[src/rtl/alu_result_buffer.sv]
// alu_result_buffer: ALU execute stage with a 2-entry result FIFO feeding the CDB arbiter.
// Backpressures the reservation station through a conservative execute enable.
module alu_result_buffer #(
    parameter int WIDTH   = 31,
    parameter int ROB     = 2,
    parameter int C_WIDTH = 3
) (
    input  logic                clk,
    input  logic                globalReset,
    input  logic                clear,
    input  logic                validCommit,
    input  logic signed [WIDTH:0] src1,
    input  logic signed [WIDTH:0] src2,
    input  logic [C_WIDTH:0]    instrInfo,
    input  logic [ROB:0]        instrRob,
    input  logic                cdbGrant,
    output logic                execute,
    output logic                cdbRequest,
    output logic [WIDTH:0]      cdbValue,
    output logic [ROB:0]        cdbRob,
    output logic                overflow
);
    logic [WIDTH:0] val_q [2];
    logic [ROB:0]   rob_q [2];
    logic [1:0]     count_q, count_d;
    logic           head_q, head_d, tail_q, tail_d, ovf_q, ovf_d;
    logic           in_valid, flush, full, push, pop;
    logic [WIDTH:0] result;
    logic [4:0]     shamt;
    always_comb begin
        shamt = src2[4:0];
        case (instrInfo)
            4'd0:    result = src1 + src2;
            4'd1:    result = src1 - src2;
            4'd2:    result = src1 & src2;
            4'd3:    result = src1 | src2;
            4'd4:    result = src1 ^ src2;
            4'd5:    result = src1 << shamt;
            4'd6:    result = $unsigned(src1) >> shamt;
            4'd7:    result = src1 >>> shamt;
            4'd8:    result = {{WIDTH{1'b0}}, src1 < src2};
            4'd9:    result = {{WIDTH{1'b0}}, $unsigned(src1) < $unsigned(src2)};
            4'd10:   result = src2;
            default: result = '0;
        endcase
    end
    // execute ignores a same-cycle pop so the selection registered now always finds a slot
    always_comb begin
        in_valid   = instrInfo != '1;
        flush      = clear & validCommit;
        full       = count_q == 2'd2;
        cdbRequest = count_q != 2'd0;
        pop        = cdbRequest & cdbGrant;
        push       = in_valid & ~full & ~flush;
        count_d    = flush ? 2'd0 : 2'(count_q + {1'b0, push} - {1'b0, pop});
        head_d     = flush ? 1'b0 : head_q ^ pop;
        tail_d     = flush ? 1'b0 : tail_q ^ push;
        ovf_d      = ovf_q | (in_valid & full);
        execute    = ~globalReset & ((count_q == 2'd0) | ((count_q == 2'd1) & ~in_valid));
        cdbValue   = cdbRequest ? val_q[head_q] : '0;
        cdbRob     = cdbRequest ? rob_q[head_q] : '0;
        overflow   = ovf_q;
    end
    always_ff @(posedge clk) begin
        if (globalReset) begin
            count_q <= '0;
            head_q  <= 1'b0;
            tail_q  <= 1'b0;
            ovf_q   <= 1'b0;
            for (int i = 0; i < 2; i++) begin
                val_q[i] <= '0;
                rob_q[i] <= '0;
            end
        end else begin
            count_q <= count_d;
            head_q  <= head_d;
            tail_q  <= tail_d;
            ovf_q   <= ovf_d;
            if (push) begin
                val_q[tail_q] <= result;
                rob_q[tail_q] <= instrRob;
            end
        end
    end
endmodule

[config.mk]
export PLATFORM = sky130hd
export DESIGN_NAME = alu_result_buffer
export DESIGN_NICKNAME = d
export VERILOG_FILES = /design/src/rtl/alu_result_buffer.sv
export SDC_FILE = /design/constraint.sdc
export NUM_CORES = 1
export LEC_CHECK = 0
export CAP_MARGIN = 20
export CORE_ASPECT_RATIO = 1.75
export CORE_MARGIN = 4
export CORE_UTILIZATION = 45
export CTS_CLUSTER_DIAMETER = 200
export DETAILED_ROUTE_END_ITERATION = 12
export PLACE_DENSITY = 0.63
export SLEW_MARGIN = 25
export SYNTH_ARGS = -nofsm -noshare
export SYNTH_HDL_FRONTEND = slang
export SYNTH_SLANG_ARGS = --single-unit
[constraint.sdc]
create_clock -name clk -period 4.74 [get_ports clk]
set_input_delay 1.185 -clock clk [delete_from_list [all_inputs] [get_ports clk]]
set_output_delay 1.185 -clock clk [all_outputs]
set_load 0.1 [all_outputs]
==> results.ini, run 1 <==
[hold_path]
min_path_cells = 2
whs_endpoint = overflow
hold_class = reg2reg
hold_path_startpoint = overflow

[drt]
vias = 13800
via_per_inst = 6.41
drtPass1Iterations = 6
routed_wirelength_um = 54900
drc = 0
routedWlPerCell_um = 25.4
initialDrtViolationCount = 1181
ant_nets = 0

[synthesis]
syn_area_um2 = 12600
yosysTopAreaCell = edfxtp_1
synth_seq_area_share_pct = 17.5
synth-edff-count = 70
synth_top_area_share_pct = 16.7
syn_nets = 1807
synth-seq-cells = 75
syn_inst = 1626
synthFlopType = edfxtp_1
synth_area_per_cell_um2 = 7.73
synth.area.top_cells = edfxtp_1 17%, ha_1 10%, nor2_1 7.4%, mux4_2 7.3%, mux2i_1 6.9%
ys_warn_count = 0
synthArstFlopShare_pct = 0
synth_cell_types = 90

[job]
drv_cap = 0

[cells_and_area]
fin_cells = 2159
antenna_cells = 0
final.fill_count = 2730
drive_gt1_share_pct = 16.3
area_growth_pct = 21.1
layout.nets = 1966
fin_area_um2 = 15200

[global_routing]
grt_pass1_wl_um = 82200
gr-usage-all-layers_pct = 34.8
grt.overflow.total = 0
antenna_found_initial = 1
grt_pass1_vias = 13600
grt_max_degree = 79

[clock_network]
cts_inserted_buffers = 9
path_clk_slew_ns = 0.05
htreeDepth = 3
cts_root_buffer = clkbuf_16
cts_sinks = 75
cts_resized = 0
insertion_delay_ns = 0.33
clockBufferDepth = 2
cts_setup_buffers = 0
tritoncts = done
cts-hold-fix-buffers = 0

[timing]
period_share_pct = 97.8
setup_ws_ns = 0.106
grt_setup_unrepaired = no
setup_viol = 0
finalClockSkew_ns = 0.00396
period_minus_slack_ns = 4.63
worst_slew_pin_slew_ns = 0.983
maxSlewViolCount = 0
hold_viol = 0
max_freq_ghz = 0.216
relSlewSlack_pct = 34.3

[setup_path]
reg2reg_to = count_q[1]
cp-end-kind = flip-flop
cp.required_ns = 4.89
cp.arrival_ns = 4.79
worstPathMaxFanout = 4
worstReg2RegStart = count_q[1]
path_class = in2reg
worstSetupStartpointType = primary input
r2r_cells = 9
reg2reg_slack_ns = 2.35

[pwr]
vdd_drop_max_mv = 0.303
powerDensity_nw_per_um2 = 273
leakagePower_nw = 6.18

[placement]
hpwl_um = 44500
finalWeightedCongestion = 1.03
placed_cells = 2143
dp_slack_ns = -0.262
placed_area_um2 = 14900
portBuffers = 113

[die]
dieArea_um2 = 30800
boundaryPins = 114
dieHeight_um = 229
rows = 80
initial_core_util_pct = 45.8
die_w_um = 134
core-area_um2 = 27400

[outcome]
status = finished clean

per-stage QoR:
step	util (%)	setup TNS [ns]	hold slack, ns	total power, mW
5_1_grt	55.5	0	0.528	4.36
3_3_place_gp	54.3	-1.30	0.457	3.45
3_5_place_dp	54.3	-2.61	0.483	3.47
4_1_cts	55.4	0	0.498	4.15
2_1_floorplan	-	0	0.540	2.68
6_report	55.5	0	0.490	4.15
layout make-up:
type / count / area [um^2] / area share (%)
multi-input combinational: 1316 / 9460 / 62.2
timing repair buffer: 278 / 2400 / 15.8
sequential: 75 / 2200 / 14.5
tap: 369 / 462 / 3.04
inverter: 105 / 394 / 2.59
clock buffer: 14 / 264 / 1.74
clock inverter: 2 / 35.0 / 0.230
report_power, final:
part / total, mW / leakage, nW / switching, mW / internal (mW)
registers: 0.940 / 0.793 / 0.0698 / 0.871
logic: 2.54 / 5.24 / 1.73 / 0.810
clock network: 0.671 / 0.147 / 0.236 / 0.435
registers in the layout, indices dropped and copies added (netlist names):
signal,cells
val_q,64
rob_q,6
count_q,2
head_q,1
overflow,1
tail_q,1
routing by layer:
| layer | part of all wire [%] | routed length, um | GRT usage (%) | vias to the layer above |
|---|---|---|---|---|
| li1 | - | - | - | 6319 |
| met1 | 36 | 19900 | 41.1 | 6561 |
| met2 | 49 | 26700 | 59.1 | 743 |
| met3 | 6.8 | 3730 | 3.34 | 222 |
| met4 | 8.5 | 4670 | 23.7 | 2 |
| met5 | 0.024 | 13 | 0 | - |
logic make-up (layout without fill, tap and decap cells):
family | count (synthesis) | after routing | share of synthesized area, %
multiplexers | 140 | 140 | 15.4
AND/OR/NAND/NOR | 541 | 541 | 19.6
buffers and inverters | 235 | 399 | 7.66
adder cells (fa/ha/maj) | 105 | 105 | 10.6
AO/OA/AOI/OAI | 503 | 503 | 27.4
flip-flops | 75 | 75 | 17.5
XOR/XNOR | 27 | 27 | 1.88
Yosys cell counts (19+ instances only):
cell      instances
nor2_1          249
a21oi_1         131
nand2_1         121
inv_1           104
ha_1            103
o21ai_0          88
mux2i_1          86
clkbuf_1         80
edfxtp_1         70
mux4_2           41
nor3_1           39
a211oi_1         30
o211ai_1         29
a221oi_1         24
nand3_1          24
o31ai_1          24
buf_2            22
and2_1           21
xnor2_1          20
a31oi_1          19
how the worst max path moves through the flow:
stage | end | slack [ns] | start
floorplan | val_q[1][25] | 0.02 | src2[1]
global placement | val_q[0][30] | -0.17 | src1[0]
detailed placement | val_q[0][21] | -0.26 | src2[4]
CTS | val_q[0][21] | 0.08 | src2[4]
global route | val_q[0][25] | 0.02 | src2[4]
finish | val_q[0][30] | 0.11 | src1[0]
layout by cell type, fill, tap and decap left out, types with 10 or more instances in the layout:
master | Yosys | routed
nor3_1 | 39 | 38
nor2b_1 | 16 | 15
nand2_1 | 121 | 121
and2_1 | 21 | 21
a21oi_1 | 131 | 131
o211ai_1 | 29 | 29
nand4_1 | 10 | 10
a22oi_1 | 15 | 15
mux2i_1 | 86 | 86
edfxtp_1 | 70 | 70
a31oi_1 | 19 | 19
mux2_2 | 13 | 13
ha_1 | 103 | 103
nand2b_1 | 13 | 12
o21ai_0 | 88 | 88
a211oi_1 | 30 | 29
nor2_1 | 249 | 248
inv_1 | 104 | 104
clkdlybuf4s50_1 | 0 | 92
nand3_1 | 24 | 24
o21a_1 | 11 | 11
xnor2_1 | 20 | 20
mux4_2 | 41 | 41
o22ai_1 | 10 | 10
a221oi_1 | 24 | 24
a21o_1 | 17 | 17
buf_4 | 8 | 176
o31ai_1 | 24 | 24
worst max-delay path, cell delays in order:
cell and delay, ns:
clkdlybuf4s50_1 0.47, inv_1 0.06, ha_1 0.22, fa_1 0.39, o21bai_1 0.23, a211oi_1 0.13
a2111o_1 0.48, and3_2 0.29, o31ai_4 0.31, a311oi_1 0.16, buf_4 0.16, buf_4 0.13
o311a_1 0.34, o31ai_1 0.21
No activity file was read; power rests on OpenSTA's default activity.
==> inputs of run 2 (changes only) <==
CORE_MARGIN = unset   (was 4)
CORE_UTILIZATION = 30   (was 45)
PLACE_DENSITY = 0.45   (was 0.63)
TNS_END_PERCENT = 1   (was unset)
==> run 2 against run 1 <==
  * Total power up 2.9%
  * Sequential power down 2%
  * Register-to-register slack worse by 0.05 ns
  * Design area up 3.6%
  * Critical path depth down 1
  * Die area up 39%
==> results.ini, run 2 (synthesis gave the netlist of run 1 again) <==
[timing]
grt_setup_unrepaired = no  ; unchanged
fin_hold_ws_ns = 0.481  ; was 0.490 ns
worst_slew_pin_slew_ns = 0.965  ; was 0.983 ns
hold_viol = 0  ; unchanged
period_share_pct = 96.4  ; was 97.8%
period_minus_slack_ns = 4.57  ; was 4.63 ns
finalClockSkew_ns = 0.00335  ; was 0.00396 ns
maxSlewViolCount = 0  ; unchanged
setup_viol = 0  ; unchanged
relSlewSlack_pct = 35.5  ; was 34.3%
max_freq_ghz = 0.219  ; was 0.216 GHz

[die]
dieArea_um2 = 42700  ; was 30800 um^2
core-area_um2 = 41100  ; was 27400 um^2
rows = 98  ; was 80
boundaryPins = 114  ; unchanged
die_w_um = 157  ; was 134 um
dieHeight_um = 273  ; was 229 um
initial_core_util_pct = 30.6  ; was 45.8%

[global_routing]
gr-usage-all-layers_pct = 29.0  ; was 34.8%
grt_pass1_vias = 13700  ; was 13.6k
grt_pass1_wl_um = 89700  ; was 82200 um
antenna_found_initial = 1  ; unchanged
grt_max_degree = 70  ; was 79
grt.overflow.total = 0  ; unchanged

[drt]
top_layer = met5  ; unchanged
drc = 0  ; unchanged
routed_wirelength_um = 61900  ; was 54900 um
wl_met2_um = 31800  ; was 26700 um
initialDrtViolationCount = 1010  ; was 1181
wl_met1_um = 23000  ; was 19900 um
routedWlPerCell_um = 25.9  ; was 25.4 um
vias = 13700  ; was 13.8k
ant_nets = 0  ; unchanged
drtPass1Iterations = 7  ; was 6
met3_length_um = 2140  ; was 3730 um
via_per_inst = 5.76  ; was 6.41

[pwr]
leakagePower_nw = 6.43  ; was 6.18 nW
p_int_mw = 2.16  ; was 2.12 mW
powerDensity_nw_per_um2 = 271  ; was 273 nW/um^2
vdd_drop_max_mv = 0.277  ; was 0.303 mV
seqPwrFrac_pct = 21.6  ; was 22.6%
combPwrFrac_pct = 61.6  ; was 61.2%
pwr-share-clk_pct = 16.8  ; was 16.2%
p_sw_share_pct = 49.5  ; was 49.1%
total_power_mw = 4.28  ; was 4.15 mW
switching_power_mw = 2.12  ; was 2.04 mW

[cells_and_area]
largest_reg_flops = 64  ; unchanged
drive_gt1_share_pct = 19.5  ; was 16.3%
post-route-util_pct = 38.4  ; was 55.5%
seq_area_um2 = 2200  ; unchanged
layout_commonest_cell = nor2_1  ; unchanged
final.fill_count = 4313  ; was 2730
largestRegisters = val_q (64), rob_q (6), count_q (2)  ; unchanged
area_growth_pct = 25.4  ; was 21.1%
final_cell_mix = 248 x nor2_1, 239 x buf_4, 131 x a21oi_1  ; was 248 x nor2_1, 176 x buf_4, 131 x a21oi_1
antenna_cells = 0  ; unchanged
multi_input_area_um2 = 9470  ; was 9460 um^2
largest_register = val_q  ; unchanged
layout.nets = 2011  ; was 1966

[setup_path]
cpMaxStageDelayCell = or4_1  ; was a2111o_1
reg2reg_to = val_q[0][8]  ; was count_q[1]
path_class = in2reg  ; unchanged
cp.required_ns = 4.82  ; was 4.89 ns
path_buf_inv = 4  ; unchanged
worstSetupStartpointType = primary input  ; unchanged
reg2reg_slack_ns = 2.30  ; was 2.35 ns
cp.depth = 13  ; was 14
crit_path_max_incr_delay_ns = 0.59  ; was 0.48 ns
worstReg2RegStart = count_q[0]  ; was count_q[1]
path_delay_family = simple AND/OR/NAND/NOR gates  ; was compound AO/OA/AOI/OAI gates
r2r_cells = 6  ; was 9
cp.arrival_ns = 4.65  ; was 4.79 ns
cp-end-kind = flip-flop  ; unchanged
crit_chain = clkdlybuf4s50_1 > buf_4 > inv_1 > ha_1 > or4_1 > a211oi_2 > o31ai_2 > buf_4 > a2111oi_1 > or3_1 > a21oi_1 > nor4_1 > nor2_1  ; was clkdlybuf4s50_1 > inv_1 > ha_1 > fa_1 > o21bai_1 > a211oi_1 > a2111o_1 > and3_2 > o31ai_4 > a311oi_1 > buf_4 > buf_4 > o311a_1 > o31ai_1
crit_top_cell = buf_4  ; unchanged
worstPathMaxFanout = 5  ; was 4

[placement]
hpwl_um = 51200  ; was 44500 um
finalWeightedCongestion = 0.985  ; was 1.03
portBuffers = 113  ; unchanged

[outcome]
status = finished clean  ; unchanged

[job]
drv_cap = 0  ; unchanged

[clock_network]
tritoncts = done  ; unchanged
cts_sinks = 75  ; unchanged
htreeDepth = 3  ; unchanged
path_clk_slew_ns = 0.06  ; was 0.05 ns
cts_inserted_buffers = 9  ; unchanged
insertion_delay_ns = 0.34  ; was 0.33 ns
cts_root_buffer = clkbuf_16  ; unchanged
clockBufferDepth = 2  ; unchanged

[hold_path]
hold_path_startpoint = overflow  ; unchanged
min_path_cells = 2  ; unchanged
whs_endpoint = overflow  ; unchanged
hold_class = reg2reg  ; unchanged

==> run 2: worst max path at each step <==
| stage | end | slack [ns] | start |
|---|---|---|---|
| 6_report | val_q[1][25] | 0.17 | src2[4] |
| 2_1_floorplan | val_q[1][25] | -0.11 | src2[2] |
| 4_1_cts | val_q[0][21] | 0.1 | src2[4] |
| 3_3_place_gp | val_q[0][0] | -0.12 | src1[0] |
| 5_1_grt | val_q[0][16] | 0.0005 | src1[0] |
| 3_5_place_dp | val_q[0][21] | -0.24 | src2[4] |
==> run 2: routing by layer <==
metal	global-route usage, %	vias up
li1	-	6414
met1	31.3	6654
met2	52.8	497
met3	1.95	162
met4	21.0	2
met5	0	-
==> run 2: area by class of cell <==
class	count	area share, %
multi-input cells	1316	60.1
inverters	105	2.50
repair buffers	323	17.1
well taps	550	4.37
clock buffers	9	1.43
clock inverters	7	0.524
flip-flops and latches	75	14.0
==> run 2: worst reg2reg max path, cell delays in order (launching register included) <==
cell     delay [ns]
dfxtp_1        0.45
nor2b_1        0.11
a41oi_1        0.50
nor2b_1        0.23
nand2_1        0.46
buf_4          0.40
a21oi_1        0.14
==> run 2: stage by stage <==
| stage | area (um^2) | cells | worst slack [ns] | TNS (ns) |
|---|---|---|---|---|
| final | 15800 | 2385 | 0.170 | 0 |
| after global routing | 15800 | 2385 | 0.000480 | 0 |
| after CTS | 15700 | 2385 | 0.0961 | 0 |
| after detailed placement | 15400 | 2369 | -0.243 | -2.33 |
| after global placement | 15400 | 2369 | -0.117 | -0.964 |
| after floorplan | 12600 | 1626 | -0.112 | -0.821 |
==> run 2: power groups by stage <==
stage / logic (mW) / registers [mW] / clock network, mW
after floorplan: 1.74 / 0.934 / 0
after global placement: 2.63 / 0.936 / 0
after detailed placement: 2.63 / 0.940 / 0
after CTS: 2.63 / 0.926 / 0.735
after global routing: 2.79 / 0.938 / 0.759
final: 2.63 / 0.925 / 0.717
==> run 2: repair_timing <==
item,in CTS,in global routing
endpoints found under the setup margin,0,6
buffers inserted,0,0
gates resized for setup,0,6
hold buffers,0,0
==> inputs of run 3 (changes only) <==
DONT_BUFFER_PORTS = 1   (was unset)
PLACE_DENSITY = 0.41   (was 0.45)
==> run 3 against run 2 <==
  * Worst hold slack gained 0.15 ns
  * Via count shrank 6.4%
  * Setup slack gained 0.45 ns
  * Non-clock buffer count shrank 252
  * Register-to-register slack gained 0.08 ns
==> results.ini, run 3 (synthesis gave the netlist of run 1 again) <==
[cells_and_area]
largest_register = val_q  ; unchanged
largest_reg_flops = 64  ; unchanged
layout.nets = 1759  ; was 2011
layout_commonest_cell = nor2_1  ; unchanged
largestRegisters = val_q (64), rob_q (6), count_q (2)  ; unchanged
final_cell_mix = 213 x nor2_1, 131 x a21oi_1, 121 x nand2_1  ; was 248 x nor2_1, 239 x buf_4, 131 x a21oi_1
antenna_cells = 0  ; unchanged
drive_gt1_share_pct = 13.4  ; was 19.5%
area_growth_pct = 9.42  ; was 25.4%
final.fill_count = 4367  ; was 4313
fin_area_um2 = 13700  ; was 15800 um^2

[global_routing]
grt_pass1_vias = 12900  ; was 13.7k
grt_pass1_wl_um = 86800  ; was 89700 um
antenna_found_initial = 0  ; was 1
grt.overflow.total = 0  ; unchanged
gr-usage-all-layers_pct = 27.9  ; was 29.0%
grt_max_degree = 87  ; was 70

[die]
rows = 98  ; unchanged
core-area_um2 = 41100  ; unchanged
boundaryPins = 114  ; unchanged
dieArea_um2 = 42700  ; unchanged
die_w_um = 157  ; unchanged
dieHeight_um = 273  ; unchanged
initial_core_util_pct = 30.6  ; unchanged

[setup_path]
startpoint = src1[0]  ; was src2[4]
cp.required_ns = 4.81  ; was 4.82 ns
worstPathMaxFanout = 5  ; unchanged
reg2reg_slack_ns = 2.38  ; was 2.30 ns
r2r_cells = 9  ; was 6
worstSetupStartpointType = primary input  ; unchanged
cp-end-kind = flip-flop  ; unchanged
worstReg2RegStart = count_q[1]  ; was count_q[0]
cp.arrival_ns = 4.19  ; was 4.65 ns
path_class = in2reg  ; unchanged
reg2reg_to = count_q[1]  ; was val_q[0][8]

[timing]
period_share_pct = 86.9  ; was 96.4%
grt_setup_unrepaired = no  ; unchanged
max_freq_ghz = 0.243  ; was 0.219 GHz
maxSlewViolCount = 0  ; unchanged
finalClockSkew_ns = 0.00302  ; was 0.00335 ns
relSlewSlack_pct = 27.1  ; was 35.5%
hold_viol = 0  ; unchanged
worst_slew_pin_slew_ns = 1.09  ; was 0.965 ns
period_minus_slack_ns = 4.12  ; was 4.57 ns
fin_tns_setup_ns = 0  ; unchanged
setup_viol = 0  ; unchanged

[pwr]
combPwrFrac_pct = 56.7  ; was 61.6%
vdd_drop_max_mv = 0.417  ; was 0.277 mV
p_sw_share_pct = 50.3  ; was 49.5%
powerDensity_nw_per_um2 = 290  ; was 271 nW/um^2
p_int_mw = 1.98  ; was 2.16 mW
leakagePower_nw = 5.27  ; was 6.43 nW
pwr-share-clk_pct = 19.6  ; was 16.8%
seqPwrFrac_pct = 23.7  ; was 21.6%
switching_power_mw = 2.00  ; was 2.12 mW

[clock_network]
cts_resized = 0  ; unchanged
clockBufferDepth = 2  ; unchanged
cts_inserted_buffers = 9  ; unchanged
cts_setup_buffers = 0  ; unchanged
cts_sinks = 75  ; unchanged
htreeDepth = 3  ; unchanged
path_clk_slew_ns = 0.06  ; about the same
cts_root_buffer = clkbuf_16  ; unchanged
insertion_delay_ns = 0.34  ; about the same
cts-hold-fix-buffers = 0  ; unchanged
tritoncts = done  ; unchanged

[drt]
initialDrtViolationCount = 1218  ; was 1010
routed_wirelength_um = 59400  ; was 61900 um
routedWlPerCell_um = 27.8  ; was 25.9 um
drc = 0  ; unchanged
vias = 12900  ; was 13.7k
drtPass1Iterations = 9  ; was 7
ant_nets = 0  ; unchanged
via_per_inst = 6.02  ; was 5.76

[job]
drv_cap = 0  ; unchanged

[hold_path]
min_path_cells = 2  ; unchanged
hold_path_startpoint = tail_q  ; was overflow
whs_endpoint = tail_q  ; was overflow
hold_class = reg2reg  ; unchanged

[placement]
portBuffers = 0  ; was 113
hpwl_um = 47700  ; was 51200 um
placed_area_um2 = 13400  ; was 15400 um^2
finalWeightedCongestion = 0.953  ; was 0.985

[outcome]
status = finished clean  ; unchanged

run 3: cell count changes in the layout (fill, tap and decap cells not counted), sizes merged:
cell           before  now
bufinv              2    3
clkinv              4    3
clkdlybuf4s50      72    0
buf               251   71
run 3: worst max-delay path, cell delays in order:
cell      delay (ns)
inv_1           0.04
ha_1            0.22
fa_1            0.42
o21bai_1        0.22
a211oi_1        0.13
a2111o_1        0.50
and3_1          0.29
nor4_2          0.36
o31ai_1         0.16
a211o_1         0.33
a211oi_2        0.26
nor2_1          0.06
run 3: power groups by stage:
stage	Combinational (mW)	Clock, mW	Sequential [mW]
after global placement	2.26	0	0.955
final	2.26	0.781	0.943
after global routing	2.40	0.819	0.956
after CTS	2.27	0.801	0.944
after floorplan	1.74	0	0.934
after detailed placement	2.26	0	0.957
run 3: worst max-delay path by stage:
| stage | end | slack (ns) | depth (start not counted) |
|---|---|---|---|
| 4_1_cts | val_q[0][0] | 0.63 | 12 |
| 3_3_place_gp | val_q[0][25] | 0.33 | 12 |
| 2_1_floorplan | val_q[1][25] | -0.11 | 14 |
| 6_report | val_q[0][0] | 0.62 | 12 |
| 5_1_grt | val_q[1][25] | 0.36 | 12 |
| 3_5_place_dp | val_q[0][0] | 0.28 | 12 |
run 3: layout make-up:
class	count	area (um^2)	share of cell area, %
Tap cell	550	688	5.01
Timing Repair Buffer	71	571	4.15
Clock inverter	7	116	0.846
Inverter	105	394	2.87
Multi-Input combinational cell	1316	9550	69.5
Clock buffer	9	225	1.64
Sequential cell	75	2200	16.0
run 3: through the flow:
stage | utilization, % | setup WS [ns] | power (mW) | cells | hold slack, ns
2_1_floorplan | - | -0.112 | 2.68 | 1626 | 0.540
3_3_place_gp | 32.6 | 0.328 | 3.22 | 2116 | 0.609
3_5_place_dp | 32.6 | 0.277 | 3.22 | 2117 | 0.625
4_1_cts | 33.5 | 0.633 | 4.02 | 2133 | 0.635
5_1_grt | 33.5 | 0.358 | 4.18 | 2133 | 0.685
6_report | 33.5 | 0.623 | 3.98 | 2133 | 0.635
run 3: metal layers:
layer  up-vias  track usage (%)  wire length, um
met4         0             21.6             5080
met2       490             50.5            30400
met3       169             2.54             2460
li1       5901                -                -
met1      6290             29.6            21500
met5         -                0                0
